[src/rtl/trace_buffer.sv]
// trace_buffer
//   Captures one 53-bit processor snapshot {pc_out, ir_out, alu_out, rq0} each
//   time the processor FSM enters its fetch state, and presents the captured
//   entries to a consumer in FIFO order through a valid/ready read port.
//
// Ports
//   clock, reset         rising-edge clock, synchronous active-high reset
//   trace_en             capture enable
//   state_o              processor FSM current state
//   pc_out, ir_out,
//   alu_out, rq0         processor observation points sampled on capture
//   rd_ready             consumer accepts the head entry
//   rd_valid             head entry available (count != 0)
//   rd_data              head entry, presented combinationally from storage
//   count                number of entries held
//   overflow             sticky: a capture arrived while the buffer was full
//   drop_count           captures lost to a full buffer, saturating at 255
//
// Parameters
//   DEPTH                entry count, power of two in 2..64
//   FETCH_STATE          state_o code that marks instruction fetch
//
// Configuration
//   TRACE_OVERWRITE_EN   when defined, a capture into a full buffer overwrites
//                        the oldest entry; otherwise the capture is dropped.

module trace_buffer #(
    parameter int         DEPTH       = 8,
    parameter logic [3:0] FETCH_STATE = 4'd1
) (
    input  logic                     clock,
    input  logic                     reset,
    input  logic                     trace_en,
    input  logic [3:0]               state_o,
    input  logic [4:0]               pc_out,
    input  logic [15:0]              ir_out,
    input  logic [15:0]              alu_out,
    input  logic [15:0]              rq0,
    input  logic                     rd_ready,
    output logic                     rd_valid,
    output logic [52:0]              rd_data,
    output logic [$clog2(DEPTH):0]   count,
    output logic                     overflow,
    output logic [7:0]               drop_count
);

    localparam int PW = $clog2(DEPTH);
    localparam int CW = PW + 1;
    localparam logic [CW-1:0] FULL_COUNT = CW'(DEPTH);

    logic [52:0]   mem_q [DEPTH];
    logic [PW-1:0] wr_ptr_q, wr_ptr_d;
    logic [PW-1:0] rd_ptr_q, rd_ptr_d;
    logic [CW-1:0] count_q, count_d;
    logic          prev_fetch_q, prev_fetch_d;
    logic          overflow_q, overflow_d;
    logic [7:0]    drop_q, drop_d;

    logic          is_fetch;
    logic          capture;
    logic          pop;
    logic          full;
    logic          wr_en;
    logic [52:0]   sample;

    always_comb begin
        is_fetch     = (state_o == FETCH_STATE);
        // Only the first cycle of a fetch period captures, however long fetch lasts.
        capture      = trace_en && is_fetch && !prev_fetch_q;
        pop          = (count_q != '0) && rd_ready;
        full         = (count_q == FULL_COUNT);
        sample       = {pc_out, ir_out, alu_out, rq0};

        prev_fetch_d = is_fetch;
        wr_en        = 1'b0;
        wr_ptr_d     = wr_ptr_q;
        rd_ptr_d     = rd_ptr_q;
        count_d      = count_q;
        overflow_d   = overflow_q;
        drop_d       = drop_q;

        if (capture && full && !pop) begin
            overflow_d = 1'b1;
            if (drop_q != 8'hFF) begin
                drop_d = drop_q + 8'd1;
            end
`ifdef TRACE_OVERWRITE_EN
            // When full the tail slot is the head slot: overwrite the oldest
            // entry and move both pointers so count stays at DEPTH.
            wr_en    = 1'b1;
            wr_ptr_d = wr_ptr_q + PW'(1);
            rd_ptr_d = rd_ptr_q + PW'(1);
`else
            // Capture is dropped; storage and pointers are left untouched.
`endif
        end else begin
            // A simultaneous pop frees the slot, so capture on full is legal here.
            if (capture) begin
                wr_en    = 1'b1;
                wr_ptr_d = wr_ptr_q + PW'(1);
            end
            if (pop) begin
                rd_ptr_d = rd_ptr_q + PW'(1);
            end
            count_d = count_q + CW'(capture) - CW'(pop);
        end
    end

    always_ff @(posedge clock) begin
        if (reset) begin
            wr_ptr_q     <= '0;
            rd_ptr_q     <= '0;
            count_q      <= '0;
            prev_fetch_q <= 1'b0;
            overflow_q   <= 1'b0;
            drop_q       <= '0;
        end else begin
            wr_ptr_q     <= wr_ptr_d;
            rd_ptr_q     <= rd_ptr_d;
            count_q      <= count_d;
            prev_fetch_q <= prev_fetch_d;
            overflow_q   <= overflow_d;
            drop_q       <= drop_d;
        end
    end

    // Storage carries no reset; a capture in a reset cycle is discarded.
    always_ff @(posedge clock) begin
        if (wr_en && !reset) begin
            mem_q[wr_ptr_q] <= sample;
        end
    end

    assign rd_valid   = (count_q != '0);
    assign rd_data    = mem_q[rd_ptr_q];
    assign count      = count_q;
    assign overflow   = overflow_q;
    assign drop_count = drop_q;

endmodule

[config.mk]
export PLATFORM = sky130hd
export DESIGN_NAME = trace_buffer
export DESIGN_NICKNAME = d
export VERILOG_FILES = /design/src/rtl/trace_buffer.sv
export SDC_FILE = /design/constraint.sdc
export NUM_CORES = 1
export LEC_CHECK = 0
export CAP_MARGIN = 25
export CORE_MARGIN = 2
export CORE_UTILIZATION = 58
export DETAILED_ROUTE_END_ITERATION = 6
export GPL_TIMING_DRIVEN = 0
export PLACE_DENSITY = 0.91
export SYNTH_ARGS = -nofsm -noshare
export SYNTH_HDL_FRONTEND = slang
export SYNTH_SLANG_ARGS = --single-unit
[constraint.sdc]
create_clock -name clock -period 11.2 [get_ports clock]
set_input_delay 1.68 -clock clock [delete_from_list [all_inputs] [get_ports clock]]
set_output_delay 1.68 -clock clock [all_outputs]
set_load 0.05 [all_outputs]
==> results.sh, run 1 <==
export IMPL_area_growth_pct=20.77
export IMPL_grt_pass1_wl_um=53520
export IMPL_drtPass1Iterations=5
export IMPL_vias_per_cell=6.033
export IMPL_cts_resized=0
export IMPL_fin_area_um2=20650
export IMPL_die_height_um=175.7
export IMPL_finalSetupTns_ns=0
export IMPL_power_density_nw_per_um2=210.5
export IMPL_cp_start_kind="flop"
export IMPL_p_clk_share_pct=30.8
export IMPL_cts_tree="yes"
export IMPL_p_seq_share_pct=42.6
export IMPL_wire_per_inst_um=25.93
export IMPL_fin_crit_sh_pct=50.27
export IMPL_cts_sinks=447
export IMPL_netlist_cell_type_count=46
export IMPL_cts_setup_buffers=0
export IMPL_worstSetupPathType="flop to output pin"
export IMPL_max_slew_margin_pct=37.86
export IMPL_swShare_pct=28.75
export IMPL_cp_cell_sequence="clkbuf_1 > clkbuf_1 > clkbuf_1 > mux4_2 > mux2_2 > clkdlybuf4s50_1"
export IMPL_hold_slack_ns=0.4761
export IMPL_final_common_cell="edfxtp_1"
export IMPL_min_path_type="flop to flop"
export IMPL_rsz0062_at_grt="no"
export IMPL_power_leakage_nw=6.478
export IMPL_holdBufCountCts=0
export IMPL_start_util_pct=59.26
export IMPL_yosysSeqAreaShare_pct=77.15
export IMPL_ys_seq_elements=447
export IMPL_gp_congestion=0.7844
export IMPL_finalCriticalPeriod_ns=5.631
export IMPL_htree_levels=2
export IMPL_clk_pin_slew_ns=0.06
export IMPL_skew_ns=0.01266
export IMPL_io_buffers=127
export IMPL_endpoint_kind="output pin"
export IMPL_critPathMostFrequentCell="clkbuf_1"
export IMPL_final_core_util_pct=71.56
export IMPL_crit_buf_inv=4
export IMPL_drcViolationCount=0
export IMPL_cap_violations=0
export IMPL_drtIter0Drc=895
export IMPL_power_frac_comb_pct=26.6
export IMPL_clock_latency_ns=0.53
export IMPL_fp_row_count=62
export IMPL_synth_area_per_cell_um2=22.68
export IMPL_finalHoldViolations=0
export IMPL_fillCellCount=1670
export IMPL_finalNetCount=1029
export IMPL_layout_drive_gt1_share_pct=28.53
export IMPL_status="complete, no violations"
export IMPL_vias=8320
export IMPL_syn_area_um2=17100
export IMPL_ir_drop_uv=139.8
export IMPL_syn_inst=754
export IMPL_arrival_ns=3.95
export IMPL_critPathMaxStageDelay_ns=0.71
export IMPL_cts_root_buffer="clkbuf_16"
export IMPL_core_um2=28860
export IMPL_regArea_um2=13190
export IMPL_switchingPower_mw=1.250
export IMPL_grt_ovfl_total=0
export IMPL_cts_buffer_depth=3
export IMPL_internal_power_mw=3.098
export IMPL_layout_cells_non_filler=1379
export IMPL_synth_area_leaders="edfxtp_1, mux4_2, mux2_2"
export IMPL_wirelength_um=35760
export IMPL_final_cell_mix="edfxtp_1, clkdlybuf4s50_1, mux4_2"
export IMPL_numCtsBuffers=43
export IMPL_synth_warnings=0
export IMPL_total_power_mw=4.348
export IMPL_multi_input_area_um2=3781
export IMPL_async_flop_share_pct=0
export IMPL_place_inst=1294
export IMPL_grt_antenna_before_repair=3
export IMPL_track_usage_pct=23.81
export IMPL_die_area_um2=30870
export IMPL_critPathMaxFanout=10
export IMPL_critPathTopFamily="buffers and inverters"
export IMPL_synth_fp_nets=825
export IMPL_dp_slack_ns=6.042
export IMPL_yosys_area_top_type_share_pct=74.46
export IMPL_crit_required_ns=9.52
export IMPL_die_x_um=175.7
export IMPL_ant_nets=0
export IMPL_synth_edf_count=424
export IMPL_yosysTopAreaCell="edfxtp_1"
export IMPL_ioPinCount=128
export IMPL_drv_slew=0
export IMPL_place_area_um2=19300
export IMPL_fmax_mhz=177.6
export IMPL_grt_start_max_net_pins=23
export IMPL_setup_viol=0
export IMPL_grt_pass1_vias=8761
export IMPL_synth_ff_type="edfxtp_1"
export IMPL_critPathSlowestCell="clkdlybuf4s50_1"
export IMPL_worst_slew_pin_slew_ns=0.9321
export IMPL_finalWorstSetupSlack_ns=5.569
export IMPL_dp_hpwl_um=22020
layer usage:
layer / vias up / global-route usage (%) / wire [um]
met3: 60 / 4.567 / 2221
met4: 2 / 6.956 / 763
met2: 303 / 41.80 / 19180
li1: 3584 / - / -
met1: 4371 / 30.61 / 13590
met5: - / 0 / 10
worst paths after layout:
check                                           start                endpoint  slack, ns  cells after the start
worst min-delay path            overflow$_SDFFE_PP0P_   overflow$_SDFFE_PP0P_       0.48                      1
worst max-delay path                             flop             rd_data[30]       5.57                      6
worst max register to register  count[2]$_SDFFE_PP0N_  mem_q[0][15]$_DFFE_PP_       7.83                     10
worst min register to register  overflow$_SDFFE_PP0P_   overflow$_SDFFE_PP0P_       0.48                      1
area by class of cell:
cell class              count  share of cell area (%)
diodes                      3                 0.03635
plain buffers              34                  0.7089
clock buffers              48                   5.507
clock inverters            31                  0.7998
inverters                  10                  0.1818
multi-input cells         263                   18.31
flip-flops and latches    447                   63.88
well taps                 384                   2.327
repair buffers            159                   8.246
synth_stat cells, types with 2 or more instances:
cell type / instances
o21ai_0: 2
o31ai_1: 4
xnor2_1: 3
a21oi_1: 6
clkbuf_1: 20
nand2b_1: 2
or3b_2: 2
nor4_1: 3
edfxtp_1: 424
o311ai_0: 3
mux2_2: 55
mux4_2: 106
nand3_1: 8
and3_1: 3
buf_1: 4
ha_1: 9
nor2b_1: 4
nor2_1: 21
nand2_1: 8
buf_2: 9
nor3_1: 2
dfxtp_1: 23
inv_1: 9
xor2_1: 2
state kept, by name, summed over array words and instances (netlist names), named ones only:
name and count:
prev_fetch_q 1, count 4, drop_count 8, overflow 1
rd_ptr_q 3, wr_ptr_q 3, mem_q 424
power by group through the flow:
stage / Combinational [mW] / Sequential (mW) / Clock [mW]
after floorplan: 0.801 / 1.91 / 0
after global placement: 1.13 / 1.89 / 0
after detailed placement: 1.15 / 1.89 / 0
after CTS: 1.16 / 1.85 / 1.36
after global routing: 1.23 / 1.86 / 1.42
final: 1.16 / 1.85 / 1.34
cell families (layout without fill, tap and decap cells):
kind of cell / count (synthesis) / in the layout / synth area share [%]
buffers and inverters: 44 / 282 / 1.075
XOR/XNOR: 5 / 5 / 0.2561
flip-flops: 447 / 447 / 77.15
other: 0 / 3 / 0
AND/OR/NAND/NOR: 62 / 62 / 1.998
AO/OA/AOI/OAI: 23 / 23 / 1.039
adder cells (fa/ha/maj): 10 / 10 / 0.7756
multiplexers: 163 / 163 / 17.71
Note: power is estimated with default switching activity, not from simulation.
==> run 2, diff against run 1 <==
- CORE_UTILIZATION: 58 -> 52
- PLACE_DENSITY: 0.91 -> 0.87
- clock period: 11.2 -> 5.12 ns (I/O delays scaled with it)
==> results.sh, run 2 (synthesis gave the netlist of run 1 again) <==
export IMPL_ir_drop_uv=354.5
export IMPL_cp_start_kind="flop"
export IMPL_die_x_um=185.3
export IMPL_wirelength_um=35320
export IMPL_clk_pin_slew_ns=0.06
export IMPL_core_um2=32450
export IMPL_worstSetupPathType="flop to output pin"
export IMPL_critPathMaxFanout=10
export IMPL_track_usage_pct=21.17
export IMPL_power_leakage_nw=6.494
export IMPL_finalSetupTns_ns=0
export IMPL_status="complete, no violations"
export IMPL_numCtsBuffers=45
export IMPL_drcViolationCount=0
export IMPL_dp_slack_ns=0.6643
export IMPL_drtIter0Drc=700
export IMPL_ioPinCount=128
export IMPL_cts_resized=0
export IMPL_layout_drive_gt1_share_pct=27.69
export IMPL_crit_required_ns=4.35
export IMPL_multi_input_area_um2=3799
export IMPL_max_slew_margin_pct=37.94
export IMPL_arrival_ns=4.01
export IMPL_finalCriticalPeriod_ns=4.774
export IMPL_worst_slew_pin_slew_ns=0.9240
export IMPL_total_power_mw=9.819
export IMPL_hold_slack_ns=0.4912
export IMPL_clock_latency_ns=0.54
export IMPL_largest_reg_flops=424
export IMPL_final_cell_mix="edfxtp_1, clkdlybuf4s50_1, mux4_2"
export IMPL_rsz0062_at_grt="no"
export IMPL_cts_setup_buffers=0
export IMPL_max_flop_register="mem_q"
export IMPL_grt_antenna_before_repair=6
export IMPL_die_area_um2=34350
export IMPL_drv_slew=0
export IMPL_fp_row_count=66
export IMPL_area_growth_pct=22.06
export IMPL_cts_tree="yes"
export IMPL_grt_pass1_wl_um=53160
export IMPL_fmax_mhz=209.5
export IMPL_wire_per_inst_um=24.66
export IMPL_ant_nets=0
export IMPL_fin_crit_sh_pct=93.25
export IMPL_cap_violations=0
export IMPL_die_height_um=185.3
export IMPL_gp_congestion=0.8283
export IMPL_finalWorstSetupSlack_ns=0.3457
export IMPL_vias_per_cell=5.787
export IMPL_fillCellCount=2063
export IMPL_cts_root_buffer="clkbuf_16"
export IMPL_endpoint_kind="output pin"
export IMPL_skew_ns=0.01596
export IMPL_io_buffers=127
export IMPL_holdBufCountCts=0
export IMPL_min_path_type="flop to flop"
export IMPL_htree_levels=2
export IMPL_start_util_pct=52.69
export IMPL_final_common_cell="edfxtp_1"
export IMPL_dp_hpwl_um=21600
export IMPL_cts_buffer_depth=3
export IMPL_finalNetCount=1022
export IMPL_regArea_um2=13190
export IMPL_layout_cells_non_filler=1432
export IMPL_setup_viol=0
export IMPL_place_inst=1345
export IMPL_grt_ovfl_total=0
export IMPL_rrSetupSlack_ns=1.55
export IMPL_grt_start_max_net_pins=26
export IMPL_drtPass1Iterations=5
export IMPL_cts_sinks=447
export IMPL_power_density_nw_per_um2=470.4
export IMPL_grt_pass1_vias=8879
export IMPL_vias=8287
export IMPL_finalHoldViolations=0
run 2: cell types whose count changed in the layout (fill, tap and decap cells not counted), sizes merged:
cell and change:
clkbuf +15, buf -9, inv +1, diode +1, clkinv -17, bufinv +4
run 2: critical path: stages, from the launching register on:
cell	delay [ns]
dfxtp_1	0.32
clkbuf_1	0.41
clkbuf_1	0.60
clkbuf_1	0.65
mux4_2	0.42
mux2_2	0.28
clkdlybuf4s50_1	0.77
run 2: metrics by stage:
stage,util (%),area [um^2]
after floorplan,-,17130
after global placement,58.40,18950
after detailed placement,59.72,19380
after CTS,64.24,20850
after global routing,64.29,20870
final,64.31,20870
run 2: layer usage:
metal | track usage, % | share of wire (%)
met5 | 0 | 0.12
met4 | 5.492 | 1.9
met3 | 5.132 | 7.7
met2 | 35.33 | 50
met1 | 28.22 | 40
run 2: power breakdown:
| part | internal [mW] | switching (mW) |
|---|---|---|
| clock network | 1.95 | 1.29 |
| registers | 4.03 | 0.0279 |
| logic | 1.09 | 1.43 |
| total | 7.07 | 2.75 |
run 2: final timing paths:
kind / from / end / depth (start not counted)
max: flop / rd_data[42] / 6
min: overflow$_SDFFE_PP0P_ / overflow$_SDFFE_PP0P_ / 1
max reg2reg: count[2]$_SDFFE_PP0N_ / mem_q[0][33]$_DFFE_PP_ / 10
min reg2reg: overflow$_SDFFE_PP0P_ / overflow$_SDFFE_PP0P_ / 1
run 2: layout make-up:
| cell class | count | share of cell area (%) |
|---|---|---|
| Multi-Input combinational cell | 263 | 18.20 |
| Sequential cell | 447 | 63.21 |
| Tap cell | 442 | 2.650 |
| Clock buffer | 63 | 5.971 |
| Buffer | 34 | 0.7014 |
| Timing Repair Buffer | 150 | 7.997 |
| Clock inverter | 19 | 1.049 |
| Antenna cell | 4 | 0.04796 |
| Inverter | 10 | 0.1798 |
==> run 3, diff against run 2 <==
- ABC_CLOCK_PERIOD_IN_PS: not set -> 5120
- TNS_END_PERCENT: not set -> 100
==> results of run 3 <==
Same layout as run 2: the final DEF is identical, and so are final timing and power.
